### src/rtl/id_ex_hazard_stage.sv
// id_ex_hazard_stage: ID/EX pipeline register with load-use stall, flush squash and saturating stall counter
module id_ex_hazard_stage #(
  parameter int WIDTH = 32,
  parameter int CNT_W = 16
) (
  input  logic             clk,
  input  logic             reset,
  input  logic             id_valid,
  input  logic [4:0]       id_rs1,
  input  logic [4:0]       id_rs2,
  input  logic             id_use_rs2,
  input  logic [4:0]       id_rd,
  input  logic             id_RegWrite,
  input  logic             id_MemRead,
  input  logic             id_MemWrite,
  input  logic [3:0]       id_ALUOp,
  input  logic [WIDTH-1:0] id_rd1,
  input  logic [WIDTH-1:0] id_rd2,
  input  logic [WIDTH-1:0] id_imm,
  input  logic [WIDTH-1:0] id_pc,
  input  logic             flush,
  output logic             ex_valid,
  output logic [4:0]       ex_rs1,
  output logic [4:0]       ex_rs2,
  output logic [4:0]       ex_rd,
  output logic             ex_RegWrite,
  output logic             ex_MemRead,
  output logic             ex_MemWrite,
  output logic [3:0]       ex_ALUOp,
  output logic [WIDTH-1:0] ex_rd1,
  output logic [WIDTH-1:0] ex_rd2,
  output logic [WIDTH-1:0] ex_imm,
  output logic [WIDTH-1:0] ex_pc,
  output logic             stall,
  output logic [CNT_W-1:0] stall_count
);
  logic hazard;
  assign hazard = id_valid & ex_valid & ex_MemRead & (ex_rd != 5'd0) &
                  ((ex_rd == id_rs1) | (id_use_rs2 & (ex_rd == id_rs2)));
  assign stall = hazard & ~flush & ~reset;
  // pipeline register: reset, flush and load-use all insert a cleared bubble, otherwise load from ID
  always_ff @(posedge clk) begin
    if (reset || flush || hazard) begin
      ex_valid    <= 1'b0;
      ex_rs1      <= '0;
      ex_rs2      <= '0;
      ex_rd       <= '0;
      ex_RegWrite <= 1'b0;
      ex_MemRead  <= 1'b0;
      ex_MemWrite <= 1'b0;
      ex_ALUOp    <= '0;
      ex_rd1      <= '0;
      ex_rd2      <= '0;
      ex_imm      <= '0;
      ex_pc       <= '0;
    end else begin
      ex_valid    <= id_valid;
      ex_rs1      <= id_rs1;
      ex_rs2      <= id_rs2;
      ex_rd       <= id_rd;
      ex_RegWrite <= id_valid & id_RegWrite;
      ex_MemRead  <= id_valid & id_MemRead;
      ex_MemWrite <= id_valid & id_MemWrite;
      ex_ALUOp    <= id_valid ? id_ALUOp : 4'd0;
      ex_rd1      <= id_rd1;
      ex_rd2      <= id_rd2;
      ex_imm      <= id_imm;
      ex_pc       <= id_pc;
    end
  end
  // count bubbles caused by unflushed load-use hazards, saturating at all-ones
  always_ff @(posedge clk) begin
    if (reset) stall_count <= '0;
    else if (stall && !(&stall_count)) stall_count <= stall_count + 1'b1;
  end
endmodule

### config.mk
export PLATFORM = sky130hd
export DESIGN_NAME = id_ex_hazard_stage
export DESIGN_NICKNAME = d
export VERILOG_FILES = /design/src/rtl/id_ex_hazard_stage.sv
export SDC_FILE = /design/constraint.sdc
export NUM_CORES = 1
export LEC_CHECK = 0
export ABC_AREA = 1
export BUFFER_PORTS_ARGS = -buffer_cell sky130_fd_sc_hd__clkbuf_2
export CAP_MARGIN = 25
export CORE_MARGIN = 8
export CORE_UTILIZATION = 28
export CTS_CLUSTER_DIAMETER = 80
export DETAILED_ROUTE_END_ITERATION = 8
export PLACE_DENSITY_LB_ADDON = 0.1
export SKIP_LAST_GASP = 1
export SLEW_MARGIN = 5
export SYNTH_ARGS = -nofsm -noshare
export SYNTH_HDL_FRONTEND = slang
export SYNTH_SLANG_ARGS = --single-unit
### constraint.sdc
create_clock -name clk -period 3.6 [get_ports clk]
set_input_delay 0.36 -clock clk [delete_from_list [all_inputs] [get_ports clk]]
set_output_delay 0.36 -clock clk [all_outputs]
set_load 0.03 [all_outputs]
==> reports/qor.txt, run 1 <==
Internal Power: 0.00296 W
Avg Cell Area, Syn: 8.23 sq um
Worst Setup Slack, final: 1.53 ns
Setup violations, final: 0
Max-slew headroom: 0.609
Ys Warns: 0
H-tree Lvls: 4
GRT Total Usage: 0.141
synthesized cell area: 5390 sq um
CTS tree: done
Hold WC Path Type: in2reg
post-route clock period utilization: 0.574
sw frac: 0.268
Crit Path Class: reg2out
cells after synthesis: 655
DRT iter0 DRCs: 232
CP Capture Type: output port
first-pass GRT wire length: 25,800 microns
Slew Limit Fails: 0
Mapped Nets: 811
# port buffers: 322
initial antenna violation count: 0
CP arrival: 1.71 ns
Setup WS pre-CTS: 1.63 ns
Hold Crit Start: id_pc[3]
Max Root-Sink Buffers: 2
routed via count: 4,619
root buffer cell: clkbuf_16
final count of hold timing violations: 0
Setup Buffers After CTS: 0
part of the power in the clock network: 0.421
# DRC: 0
CP startpoint: ex_rd[3]
detailed placement HPWL: 13,700 microns
PostCTS Resize Cnt: 0
RSZ-0062 raised after global routing: false
Worst EP required: 3.24 ns
Die ar.: 24,000 sq um
unique cell type count in the Yosys netlist: 22
Top Family by Delay on Critical Path: simple AND/OR/NAND/NOR gates
vias per cell: 3.69
ANT cells: 0
DRT Pass-1 Iters: 4
number of buffers created by CTS: 17
Post-Route Setup TNS: 0 ns
P_leak: 4.50 nW
f_max: 484 MHz
core area: 18,800 sq um
sw power: 0.00108 W
Combinational Power Share: 0.101
min Tclk post-route: 2.07 ns
CP bufs+invs: 3
max cap viols: 0
Overflow after GRT: 0
Initial Utilization: 0.286
layout cell share with drive strength beyond 1: 0.380
crit-path max cell delay: 0.35 ns
PwrDens: 520 nW/um^2
worst-path fanout max: 4
Clock Latency Late Sink: 0.42 ns
Seq/Total Area, Yosys: 0.620
Startpoint Class: flop
hold slack final: 0.120 ns
final core occ: 0.413
WL/cell: 13.6 microns
# clock sinks: 167
Fin Clk Skew: 0.0178 ns
Reg clk slew, reported paths: 0.08 ns
CP max stage cell: dfxtp_1
IO Pins: 323
pin slew with the least headroom to its limit: 0.585 ns
Yosys reg bits: 167
Final ANT Viol Nets: 0
crit-path cells: inv_1 > nand2_1 > nand2_1 > nor2_1 > nand3_1 > nand2_2 > nand3_4 > inv_1 > clkbuf_2
chip height: 155 microns
final wirelength: 17,100 microns
largest net degree at the start of global routing: 100
Worst VDD drop: 0.302 mV
status: completed
Flop pwr share: 0.479
area grow syn2layout: 44.1%
GP Congestion: 0.775
vias in the first global route: 4,625
CTS Hold Bufs: 0
chip width: 155 microns
Final nets: 1,136
Row Count: 50
worst r2r src: ex_rd[3]
[cells in the mapped netlist, drive strengths merged]
cell type  instances  area [sq um]
o21ai              4          20.0
nor3               1          10.0
o21bai             3          22.5
buf               18           139
nand2             63           246
nor2             189           737
xnor2              1          8.76
dfxtp            167          3340
clkinv             1          3.75
inv              175           657
nand4              2          18.8
nand3             18           103
ha                 1          12.5
a21oi             12          71.3
[cell families after synthesis]
logic type / share of synthesized area
and+or+nand+nor: 0.207
buffers and inverters: 0.148
adders and majority gates: 0.00232
xor gates and xnor gates: 0.00162
AOI/OAI and AO/OA: 0.0211
DFF: 0.620
[metal layers]
layer,vias up,global-route usage,wire length [microns]
met2,184,0.245,8410
li1,2489,-,-
met1,1935,0.152,6870
met5,-,0,0
met3,11,0.0638,1640
met4,0,0.0420,165
[flip-flops by register name, indices dropped and copies added, names as in the netlist]
signal / flops
ex_imm: 32
ex_pc: 32
ex_rd1: 32
ex_rd2: 32
stall_count: 16
ex_rd: 5
ex_rs1: 5
ex_rs2: 5
ex_ALUOp: 4
ex_MemRead: 1
ex_MemWrite: 1
ex_RegWrite: 1
ex_valid: 1
[final timing paths]
kind | endpoint | slack (ns) | depth (start not counted)
max | stall | 1.53 | 9
min | ex_pc[3] | 0.12 | 3
max reg2reg | ex_pc[23] | 1.72 | 10
min reg2reg | stall_count[0] | 0.51 | 2
[worst min-delay path, stage by stage]
cell and delay (ns):
clkbuf_2 0.08, inv_1 0.04, nor2_1 0.03
[through the flow]
| step | instance area, sq um | power (W) | instances |
|---|---|---|---|
| after floorplan | 5390 | 0.00221 | 655 |
| after global placement | 7230 | 0.00239 | 1221 |
| after detailed placement | 7230 | 0.00239 | 1221 |
| after CTS | 7770 | 0.00411 | 1253 |
| after global routing | 7770 | 0.00423 | 1253 |
| final | 7770 | 0.00404 | 1253 |
[final cells by class]
type                    instances  area, sq um
well taps                     260          325
multi-input cells             294         1260
repair buffers                324         1640
flip-flops and latches        167         3340
clock buffers                  19          433
clock inverters                13          111
inverters                     176          661
fillers                      1970        11100
[power groups by stage]
stage	Combinational [W]	Sequential [W]	Clock, W
6_report	0.000407	0.00193	0.00170
5_1_grt	0.000448	0.00194	0.00184
4_1_cts	0.000417	0.00193	0.00176
3_5_place_dp	0.000415	0.00197	0
3_3_place_gp	0.000416	0.00197	0
2_1_floorplan	0.000104	0.00211	0
[cell usage in the layout (no fill, tap or decap), drive strengths merged]
| cell type | synthesis | routed |
|---|---|---|
| nor2 | 189 | 189 |
| nand2 | 63 | 63 |
| o21bai | 3 | 3 |
| buf | 18 | 2 |
| clkbuf | 0 | 341 |
| inv | 175 | 182 |
| xnor2 | 1 | 1 |
| nor3 | 1 | 1 |
| ha | 1 | 1 |
| clkinvlp | 0 | 3 |
| a21oi | 12 | 12 |
| nand3 | 18 | 18 |
| dfxtp | 167 | 167 |
| o21ai | 4 | 4 |
| nand4 | 2 | 2 |
| clkinv | 1 | 4 |
Note: power is estimated with default switching activity, not from simulation.
==> run 2: changes to the inputs <==
==> constraint.sdc (replaced) <==
create_clock -name clk -period 1.7 [get_ports clk]
set_input_delay 0.17 -clock clk [delete_from_list [all_inputs] [get_ports clk]]
set_output_delay 0.17 -clock clk [all_outputs]
set_load 0.03 [all_outputs]
==> run 2 against run 1 <==
Effect of this change:
- count of clock-buffer cells in the layout stayed put
- first-iteration DRC count is 23% lower
- wire length is 19% higher
- cell area is 25% higher
- total power is 130% higher
- sequential share of layout area is 8.5 points lower
- critical path depth stayed put
- via count is 18% higher
- worst setup slack worse by 1.5 ns
- clock skew is 0.00098 ns lower
- global-route usage is 1.5 points higher
- largest power group unchanged
==> reports/qor.txt, run 2 (synthesized netlist as in run 1, its figures left out) <==
Post-Place Cells: 1,231
Clock Latency Late Sink: 0.43 ns
area grow syn2layout: 80.2%
Max-slew headroom: 0.687
ANT cells: 0
GP Congestion: 0.751
Fin Clk Skew: 0.0168 ns
Setup violations, final: 0
final wirelength: 20,400 microns
H-tree Lvls: 4
vias in the first global route: 5,471
Slew Limit Fails: 0
detailed placement HPWL: 13,600 microns
Startpoint Class: flop
DRT Pass-1 Iters: 4
Max Root-Sink Buffers: 2
Row Count: 50
Die ar.: 24,000 sq um
# clock sinks: 167
root buffer cell: clkbuf_16
most common cell after layout, fill and taps aside: clkbuf_2
max cap viols: 0
chip width: 155 microns
commonest cells after routing, fill and taps aside: clkbuf_2, nor2_1, inv_1
CP arrival: 1.52 ns
worst-path fanout max: 4
f_max: 592 MHz
IO Pins: 323
chip height: 155 microns
vias per cell: 3.82
Finished Layout Cells: 1,428
R2R setup slack: 0.02 ns
post-route clock period utilization: 0.993
min Tclk post-route: 1.69 ns
Initial Utilization: 0.286
largest net degree at the start of global routing: 67
first-pass GRT wire length: 29,500 microns
Post-Route Setup TNS: 0 ns
CP Capture Type: output port
Final nets: 1,311
DRT iter0 DRCs: 178
# port buffers: 322
routed via count: 5,462
core area: 18,800 sq um
final count of hold timing violations: 0
layout cell share with drive strength beyond 1: 0.357
status: completed
WL/cell: 14.3 microns
CTS tree: done
number of buffers created by CTS: 17
# DRC: 0
PwrDens: 955 nW/um^2
Overflow after GRT: 0
P_leak: 5.35 nW
Hold WC Path Type: in2reg
Worst VDD drop: 0.642 mV
Final ANT Viol Nets: 0
Crit Path Class: reg2out
Reg clk slew, reported paths: 0.07 ns
RSZ-0062 raised after global routing: true
Worst EP required: 1.53 ns
GRT Total Usage: 0.156
pin slew with the least headroom to its limit: 0.468 ns
initial antenna violation count: 0
==> run 2: changes by cell type in the layout (fill, tap and decap cells not counted), moves of 3 or more <==
| cell | change |
|---|---|
| nor2_2 | +3 |
| nor2_1 | -4 |
| buf_6 | +3 |
| dfxtp_2 | +7 |
| clkbuf_16 | +4 |
| dfxtp_1 | -8 |
| buf_4 | +12 |
| dlygate4sd3_1 | +151 |
==> run 2: worst paths after layout <==
path | to | startpoint | depth (start not counted)
worst max register to register | ex_rd1[10] | ex_rd[1] | 11
worst min register to register | stall_count[4] | stall_count[4] | 2
worst max-delay path | stall | ex_rd[1] | 9
worst min-delay path | ex_MemRead | id_valid | 4
==> run 2: final cells by class <==
cell class	instances	area, sq um
clock buffer	19	433
clock inverter	13	161
fill	1766	9110
inverter	176	663
multi-input combinational	295	1300
sequential	167	3360
tap	260	325
timing repair buffer	498	3480
==> run 2: repair_timing <==
item,CTS,global route
buffers inserted,2,3
hold endpoints to repair,152,0
cloned,0,9
hold buffers,151,0
resized for setup,8,20
pin swaps,2,9
setup endpoints to repair,1,160
==> run 2: per-stage QoR <==
stage          total power [W]  cell area (sq um)  hold WS [ns]  utilization  setup WS [ns]
2_1_floorplan          0.00469               5400         0.242            -         0.0169
3_3_place_gp           0.00507               7330         0.367        0.389         0.0907
3_5_place_dp           0.00507               7330         0.370        0.389         0.0680
4_1_cts                0.00931               9460         0.105        0.503        -0.0156
5_1_grt                0.00965               9720         0.119        0.516         -0.104
6_report               0.00927               9720         0.122        0.516         0.0116
==> run 2: per-layer routing <==
| metal | vias to the layer above | share of wire | GRT usage |
|---|---|---|---|
| met4 | 0 | 0.018 | 0.0560 |
| met3 | 30 | 0.068 | 0.0552 |
| met1 | 2397 | 0.42 | 0.172 |
| met5 | - | 0 | 0 |
| met2 | 198 | 0.50 | 0.273 |
| li1 | 2837 | - | - |
==> run 2: worst max-delay path, cell delays in order, from the launching register on <==
cell	delay [ns]
dfxtp_2	0.36
inv_2	0.05
nand2_1	0.05
nand2_1	0.06
nor2_2	0.11
nand3_1	0.09
nand2_2	0.10
nand3_4	0.09
inv_4	0.07
buf_8	0.11
==> run 2: where the power goes <==
part	switching (W)	internal [W]	total (W)
clock network	0.00172	0.00222	0.00394
logic	0.000677	0.000568	0.00125
registers	0.0000406	0.00405	0.00409
==> run 3: changes to the inputs <==
--- a/config.mk
+++ b/config.mk
@@ -5,7 +5,6 @@
 export SDC_FILE = /design/constraint.sdc
 export NUM_CORES = 1
 export LEC_CHECK = 0
-export ABC_AREA = 1
 export BUFFER_PORTS_ARGS = -buffer_cell sky130_fd_sc_hd__clkbuf_2
 export CAP_MARGIN = 25
 export CORE_MARGIN = 8
==> constraint.sdc (replaced) <==
create_clock -name clk -period 1.7 [get_ports clk]
set_input_delay 0.17 -clock clk [delete_from_list [all_inputs] [get_ports clk]]
set_output_delay 0.17 -clock clk [all_outputs]
set_load 0.005 [all_outputs]
==> run 3 against run 2 <==
Effect of this change:
- the run now ends with setup timing left
- critical endpoint is now ex_rs1[4]
- wire length rose by 7.5%
- sequential cell count unchanged
- combinational power shrank 16%
- count of clock-buffer cells in the layout unchanged
- non-clock buffer count rose by 34
- worst setup slack lost 0.33 ns
- area after synthesis decreased by 4.9%
==> reports/qor.txt, run 3 <==
status: complete, but fails checks
failing checks: setup timing
Avg Cell Area, Syn: 11.4 sq um
Fin Clk Skew: 0.00973 ns
initial antenna violation count: 2
Die ar.: 22,900 sq um
Row Count: 49
most common cell after layout, fill and taps aside: clkbuf_2
Hold WC Path Type: in2reg
Finished Layout Cells: 1,222
Max Root-Sink Buffers: 2
detailed placement HPWL: 13,700 microns
pin slew with the least headroom to its limit: 0.602 ns
CP Capture Type: flop
asr flop ratio synth: 0
area grow syn2layout: 96.3%
CP arrival: 2.33 ns
# clock sinks: 167
CP max stage cell: dfxtp_2
CTS tree: done
max cap viols: 0
DRT iter0 DRCs: 135
final count of hold timing violations: 0
Post-Place Cells: 1,013
layout cell share with drive strength beyond 1: 0.461
RSZ-0062 raised after global routing: true
Yosys reg bits: 167
Startpoint Class: flop
cells after synthesis: 449
PwrDens: 901 nW/um^2
first-pass GRT wire length: 28,300 microns
Worst VDD drop: 0.658 mV
Setup violations, final: 168
synth cell count leaders: dfxtp_1, and2_1, clkbuf_1
largest net degree at the start of global routing: 49
chip height: 151 microns
Initial Utilization: 0.286
Sequential cell area: 3350 sq um
root buffer cell: clkbuf_16
GP Congestion: 0.758
worst-path fanout max: 8
crit-path cells: xor2_2 > nor4_2 > a32oi_2 > buf_4 > buf_6 > o21a_4 > clkbuf_16 > and2_1
commonest cells after routing, fill and taps aside: clkbuf_2, dfxtp_1, dlygate4sd3_1
count leader, synth: dfxtp_1
min Tclk post-route: 2.02 ns
Clock Latency Late Sink: 0.42 ns
chip width: 151 microns
Mapped Nets: 605
crit-path max cell delay: 0.34 ns
Final nets: 1,135
Slew Limit Fails: 0
IO Pins: 323
# port buffers: 322
# DRC: 0
fill count: 1,531
CP bufs+invs: 3
Multi-input gate area: 1930 sq um
Worst Setup Slack, final: -0.315 ns
synthesized cell area: 5130 sq um
Seq/Total Area, Yosys: 0.652
cells taking the most area after synthesis: dfxtp_1, and2_1, xor2_1
routed via count: 5,206
H-tree Lvls: 4
core area: 18,000 sq um
Ys Warns: 0
final wirelength: 21,900 microns
hold slack final: 0.0251 ns
GRT Total Usage: 0.162
P_leak: 4.88 nW
number of flops mapped to enable cells by yosys: 0
Top Family by Delay on Critical Path: buffers and inverters
Crit Path Class: reg2reg
unique cell type count in the Yosys netlist: 38
post-route clock period utilization: 1.19
Final ANT Viol Nets: 0
vias in the first global route: 5,369
leading area contributor after synthesis: dfxtp_1
Setup WS pre-CTS: -0.201 ns
placed cell area: 7310 sq um
Overflow after GRT: 0
f_max: 496 MHz
WL/cell: 17.9 microns
final instance area: 10,100 sq um
vias per cell: 4.26
Top FF cell, synth: dfxtp_1
DRT Pass-1 Iters: 4
Reg clk slew, reported paths: 0.06 ns
Worst EP required: 2.01 ns
number of buffers created by CTS: 17
share of the synthesized area in the top cell type: 0.652
Max-slew headroom: 0.597
==> run 3: cell types whose count changed after synthesis, sizes merged, moves of 7 or more <==
cell | before | now
nor2 | 189 | 11
inv | 175 | 1
and2 | 0 | 145
nand2 | 63 | 8
nand3 | 18 | 5
clkbuf | 0 | 12
and3 | 0 | 9
xor2 | 0 | 9
nor2b | 0 | 8
mux2 | 0 | 7
or4 | 0 | 7
==> run 3: worst paths after layout <==
kind	startpoint	end	slack, ns	cells past startpoint
max	ex_rd[1]	ex_rs1[4]	-0.32	8
min	id_ALUOp[0]	ex_ALUOp[0]	0.03	2
max reg2reg	ex_rd[1]	ex_rs1[4]	-0.32	8
min reg2reg	stall_count[13]	stall_count[13]	0.52	2
==> run 3: cells by family after synthesis <==
group | after synthesis | share of synthesized area
xor+xnor | 10 | 0.0171
mux | 8 | 0.0173
fa+ha+maj | 1 | 0.00244
compound gates | 22 | 0.0310
flops | 167 | 0.652
buf+inv | 25 | 0.0234
simple gates | 216 | 0.257
==> run 3: per-layer routing <==
metal	wire length (microns)	GRT usage	vias to the layer above
met2	11000	0.285	226
met3	2090	0.0765	31
met5	12	0	-
li1	-	-	2531
met1	8390	0.162	2416
met4	375	0.0638	2
==> run 3: area by class of cell <==
cell class	count	area share
timing repair buffer	532	0.387
multi-input combinational	260	0.192
clock buffer	19	0.0430
antenna	1	0.000249
sequential	167	0.333
clock inverter	13	0.0165
inverter	1	0.000373
tap	229	0.0285
==> run 3: through the flow <==
step                      power (W)  utilization  setup TNS (ns)
after floorplan             0.00438            -           -7.37
after global placement      0.00478        0.407           -8.05
after detailed placement    0.00479        0.407           -9.93
after CTS                   0.00904        0.533          -50.63
after global routing        0.00943        0.560          -57.75
final                       0.00907        0.560          -46.25
==> run 3: worst register-to-register path, cell delays in order, from the launching register on <==
cell and delay [ns]:
dfxtp_2 0.34, xor2_2 0.15, nor4_2 0.30, a32oi_2 0.18, buf_4 0.18, buf_6 0.13
o21a_4 0.28, clkbuf_16 0.19, and2_1 0.15
==> run 3: where the power goes <==
| group | internal [W] | switching [W] |
|---|---|---|
| Combinational | 0.000651 | 0.000395 |
| Sequential | 0.00405 | 0.0000452 |
| Clock | 0.00223 | 0.00170 |
| Total | 0.00693 | 0.00214 |
==> run 3: repair_timing <==
item,in CTS,in global routing
gates resized for setup,17,27
cloned,2,21
pin swaps,10,7
buffers inserted,4,2
endpoints found under the hold margin,147,0
hold buffers,147,0
setup endpoints to repair,168,168
